### src/rtl/cpu_pkg.sv
// cpu_pkg: next-PC select encodings and fetch constants shared by the pipeline.
package cpu_pkg;
   typedef enum logic [1:0] {
      PCSRC_SEQ = 2'b00,
      PCSRC_BR  = 2'b01,
      PCSRC_JR  = 2'b10,
      PCSRC_J   = 2'b11
   } pcsrc_e;
   localparam logic [31:0] NOP_INST = 32'h0000_0000;
   localparam logic [31:0] RESET_PC = 32'h0000_0000;
endpackage

### src/rtl/pipe_if_stage_if_id_reg.sv
// if_id_reg: IF/ID pipeline register; flush loads a bubble even while stalled.
module if_id_reg
   import cpu_pkg::*;
(
   input  logic        clk,
   input  logic        rst,
   input  logic        stall,
   input  logic        flush,
   input  logic [31:0] pc4_i,
   input  logic [31:0] inst_i,
   output logic [31:0] pc4_o,
   output logic [31:0] inst_o,
   output logic        valid_o
);
   logic [31:0] pc4_q, inst_q;
   logic        valid_q;
   always_ff @(posedge clk) begin
      if (rst || flush) begin
         pc4_q   <= 32'h0;
         inst_q  <= NOP_INST;
         valid_q <= 1'b0;
      end else if (!stall) begin
         pc4_q   <= pc4_i;
         inst_q  <= inst_i;
         valid_q <= 1'b1;
      end
   end
   assign pc4_o   = pc4_q;
   assign inst_o  = inst_q;
   assign valid_o = valid_q;
endmodule

### src/rtl/pipe_if_stage.sv
// pipe_if_stage: PC register, next-PC mux and IF/ID capture with delayed-branch semantics.
module pipe_if_stage #(
   parameter logic [31:0] RESET_PC = cpu_pkg::RESET_PC
) (
   input  logic        clk,
   input  logic        rst,
   input  logic        stall,
   input  logic        flush,
   input  logic [1:0]  pcsrc,
   input  logic [31:0] bpc,
   input  logic [31:0] rpc,
   input  logic [31:0] jpc,
   output logic [31:0] imem_addr,
   input  logic [31:0] imem_inst,
   output logic [31:0] id_pc4,
   output logic [31:0] id_inst,
   output logic        id_valid,
   output logic        fetch_err
);
   import cpu_pkg::*;
   logic [31:0] pc_q, pc_d, pc4, tgt;
   logic        err_q, err_d;
   always_comb begin
      pc4   = pc_q + 32'd4;
      tgt   = pcsrc == PCSRC_BR ? bpc :
              pcsrc == PCSRC_JR ? rpc :
              pcsrc == PCSRC_J  ? jpc : pc4;
      // pcsrc is ignored while stalled; ID reasserts it afterwards
      pc_d  = stall ? pc_q : {tgt[31:2], 2'b00};
      err_d = err_q | (!stall && tgt[1:0] != 2'b00);
   end
   always_ff @(posedge clk) begin
      if (rst) begin
         pc_q  <= RESET_PC;
         err_q <= 1'b0;
      end else begin
         pc_q  <= pc_d;
         err_q <= err_d;
      end
   end
   if_id_reg u_if_id (
      .clk     (clk),
      .rst     (rst),
      .stall   (stall),
      .flush   (flush),
      .pc4_i   (pc4),
      .inst_i  (imem_inst),
      .pc4_o   (id_pc4),
      .inst_o  (id_inst),
      .valid_o (id_valid)
   );
   assign imem_addr = pc_q;
   assign fetch_err = err_q;
endmodule

### config.mk
export PLATFORM = sky130hd
export DESIGN_NAME = pipe_if_stage
export DESIGN_NICKNAME = d
export VERILOG_FILES = /design/src/rtl/cpu_pkg.sv /design/src/rtl/pipe_if_stage_if_id_reg.sv /design/src/rtl/pipe_if_stage.sv
export SDC_FILE = /design/constraint.sdc
export NUM_CORES = 1
export LEC_CHECK = 0
export ABC_AREA = 1
export BUFFER_PORTS_ARGS = -buffer_cell sky130_fd_sc_hd__buf_2
export CAP_MARGIN = 20
export CORE_MARGIN = 2
export CORE_UTILIZATION = 39
export CTS_CLUSTER_SIZE = 24
export DETAILED_ROUTE_END_ITERATION = 16
export PLACE_DENSITY = 0.71
export SETUP_SLACK_MARGIN = 0.5
export SKIP_CTS_REPAIR_TIMING = 1
export SYNTH_ARGS = -nofsm -noshare
export SYNTH_HDL_FRONTEND = slang
export SYNTH_SLANG_ARGS = --single-unit
### constraint.sdc
create_clock -name clk -period 1.66 [get_ports clk]
set_clock_uncertainty 0.15 [all_clocks]
set_input_delay 0.083 -clock clk [delete_from_list [all_inputs] [get_ports clk]]
set_output_delay 0.083 -clock clk [all_outputs]
set_load 0.005 [all_outputs]
==> flow_summary.json <==
{
  "crit_type": "flop to flop",
  "fillers": 1093,
  "cts_buffers": 9,
  "cp.required_ns": 1.75,
  "dpl.hpwl_um": 13000,
  "hp-class": "input port to flop",
  "leakage_nw": 4.13,
  "path_clk_slew_ns": 0.07,
  "vias": 6309,
  "crit_path_end_kind": "flop",
  "yosys_most_used_dff": "dfxtp_1",
  "pre_cts_slack_ns": -0.108,
  "initial_core_util_pct": 40.2,
  "gp_congestion": 0.931,
  "drive_gt1_share_pct": 41.3,
  "yosys_warnings": 0,
  "arrival_ns": 1.84,
  "stdcell_area_um2": 8320,
  "status": "complete, but fails checks",
  "cp_max_fo": 5,
  "grtUsageTotal_pct": 25.3,
  "synth.distinct_cells": 38,
  "h-tree-depth": 3,
  "rsz0062_at_grt": "yes",
  "clkPwrFrac_pct": 34.7,
  "power_density_nw_per_um2": 710,
  "async_reset_ff_share_pct": 0,
  "num-nets-final": 1228,
  "start_kind": "flop",
  "syn2layout_area_growth_pct": 63.1,
  "clockBufferDepth": 2,
  "wl_um": 19500,
  "period_minus_slack_ns": 1.75,
  "antenna_cells": 0,
  "worst_pin_slew_ns": 0.682,
  "grt_max_degree": 64,
  "hold_violations": 23,
  "p_int_mw": 4.13,
  "vdd_ir_drop_max_uv": 466,
  "p_sw_mw": 1.78,
  "die-height_um": 118,
  "max_freq_mhz": 572,
  "first_pass_iters": 5,
  "setup_viol": 19,
  "grt_pass1_wl_um": 28400,
  "grt_pass1_vias": 5632,
  "hold_ws_ns": -0.0485,
  "clkLatencyLatePin_ns": 0.35,
  "synth_edf_count": 0,
  "synthCells": 768,
  "relSlewSlack_pct": 54.5,
  "avgSynthCellArea_um2": 6.64,
  "ys_ff_latch": 94,
  "cts_root_buffer": "clkbuf_16",
  "synth-seq-area-share_pct": 36.9,
  "avgViaCountPerCell": 4.97,
  "fin_crit_sh_pct": 105,
  "antenna_found_initial": 0,
  "setup-tns-final_ns": -0.756,
  "combPwrFrac_pct": 23.2,
  "antenna_left": 0,
  "power_mw": 5.91,
  "port_buffers": 227,
  "drv_slew": 0,
  "fin_util_pct": 65.6,
  "violations": "negative hold slack, negative setup slack",
  "cts_tree": "built",
  "grt-ovfl-total": 0,
  "dpl-instance-area_um2": 6740,
  "seqPwrFrac_pct": 42.0,
  "drc_errors": 0,
  "io_pins": 232,
  "p_sw_share_pct": 30.1,
  "die_area_um2": 14000,
  "drt-wirelength-per-cell_um": 15.4,
  "core_region_area_um2": 12700,
  "syn_area_um2": 5100,
  "rows": 41,
  "dieWidth_um": 118,
  "drtIter0Drc": 482,
  "numClockSinks": 94,
  "timing.final.ws_setup_ns": -0.0892,
  "drv_cap": 0
}
==> area by class of cell <==
type / count / area [um^2] / share of cell area [%]
inverters: 56 / 215 / 2.59
flip-flops and latches: 94 / 1950 / 23.5
clock inverters: 7 / 65.1 / 0.782
well taps: 172 / 215 / 2.59
repair buffers: 357 / 2550 / 30.7
clock buffers: 9 / 225 / 2.71
multi-input cells: 575 / 3090 / 37.2
==> cell usage in the layout (no fill, tap or decap), types with 2 or more instances in the layout <==
cell	instances
nand2_1	221
buf_2	208
dlygate4sd3_1	67
dfxtp_1	65
nor2_1	63
a21oi_1	59
o21ai_0	54
inv_1	50
buf_6	44
buf_4	33
nand2_2	23
or2_2	21
a221oi_1	16
o21ai_1	16
dfxtp_2	16
nor2_4	15
nor2_2	14
dfxtp_4	13
nand3_1	12
a21oi_2	9
xor2_2	9
clkbuf_16	9
nand3_2	5
nand2_4	5
buf_12	5
inv_2	4
nand3b_1	4
o21ai_2	4
conb_1	4
and2_1	3
xor2_1	3
o211ai_1	3
inv_8	3
inv_4	2
xnor2_2	2
o22ai_1	2
clkinv_4	2
==> routing by layer <==
layer	global-route usage, %	routed length [um]	share of wire, %	vias to the layer above
li1	-	-	-	3109
met1	33.0	8180	42	2880
met2	42.3	9410	48	281
met3	4.34	1400	7.2	39
met4	7.83	559	2.9	0
met5	0	0	0	-
==> Yosys cell counts (4+ instances only) <==
cell type	instances	area, um^2
buf_2	6	30.0
nand3b_1	4	30.0
or2_2	21	131
inv_1	53	199
nor2_1	79	297
o21ai_0	73	365
nand3_1	16	80.1
clkbuf_1	27	101
a21oi_1	65	325
buf_1	4	15.0
nand2_2	9	56.3
nor2_2	7	43.8
a221oi_1	16	140
xor2_1	9	78.8
buf_4	4	30.0
nand2_1	239	897
nor2_4	6	67.6
dfxtp_1	94	1880
==> worst max-delay path, stage by stage, from the launching register on <==
cell     delay [ns]
dfxtp_4        0.39
nand2_1        0.12
nor2_2         0.16
nand2_4        0.13
nor2_8         0.20
nand2_1        0.09
nand2_1        0.09
nand2_2        0.08
nand2_1        0.06
nand2_1        0.05
nand2_1        0.06
a21oi_1        0.06
==> worst paths after layout <==
path / slack [ns] / startpoint / to / cells past startpoint
worst max register to register: -0.09 / imem_addr[5]$_SDFFE_PP0N_ / imem_addr[29]$_SDFFE_PP0N_ / 11
worst min-delay path: -0.05 / bpc[5] / imem_addr[5]$_SDFFE_PP0N_ / 3
worst min register to register: 0.31 / u_if_id.inst_o[3]$_SDFFE_PP0N_ / u_if_id.inst_o[3]$_SDFFE_PP0N_ / 2
worst max-delay path: -0.09 / imem_addr[5]$_SDFFE_PP0N_ / imem_addr[29]$_SDFFE_PP0N_ / 11
==> registers in the layout, summed over array words and instances, names as in the netlist <==
| signal | cells |
|---|---|
| u_if_id.pc4_o | 30 |
| u_if_id.inst_o | 32 |
| fetch_err | 1 |
| u_if_id.valid_o | 1 |
| imem_addr | 30 |
==> through the flow <==
| stage | hold WS, ns | std cells |
|---|---|---|
| 3_3_place_gp | 0.138 | 1177 |
| 5_1_grt | 0.00225 | 1270 |
| 2_1_floorplan | 0.00538 | 771 |
| 3_5_place_dp | 0.141 | 1177 |
| 6_report | -0.0485 | 1270 |
| 4_1_cts | -0.229 | 1193 |
==> logic make-up (layout without fill, tap and decap cells) <==
| kind of cell | count (synthesis) | in the layout | synth area share, % |
|---|---|---|---|
| buffers and inverters | 102 | 429 | 8.68 |
| AOI/OAI and AO/OA | 167 | 167 | 18.4 |
| adders and majority gates | 1 | 1 | 0.245 |
| other | 1 | 4 | 0.0735 |
| DFF | 94 | 94 | 36.9 |
| and+or+nand+nor | 388 | 388 | 32.7 |
| xor gates and xnor gates | 15 | 15 | 3.02 |
==> power groups by stage <==
stage / logic, mW / registers, mW / clock network, mW
floorplan: 0.502 / 2.54 / 0
CTS: 1.08 / 2.47 / 2.08
global route: 1.50 / 2.50 / 2.17
finish: 1.37 / 2.48 / 2.05
global placement: 1.07 / 2.51 / 0
detailed placement: 1.07 / 2.52 / 0
No activity file was read; power rests on OpenSTA's default activity.
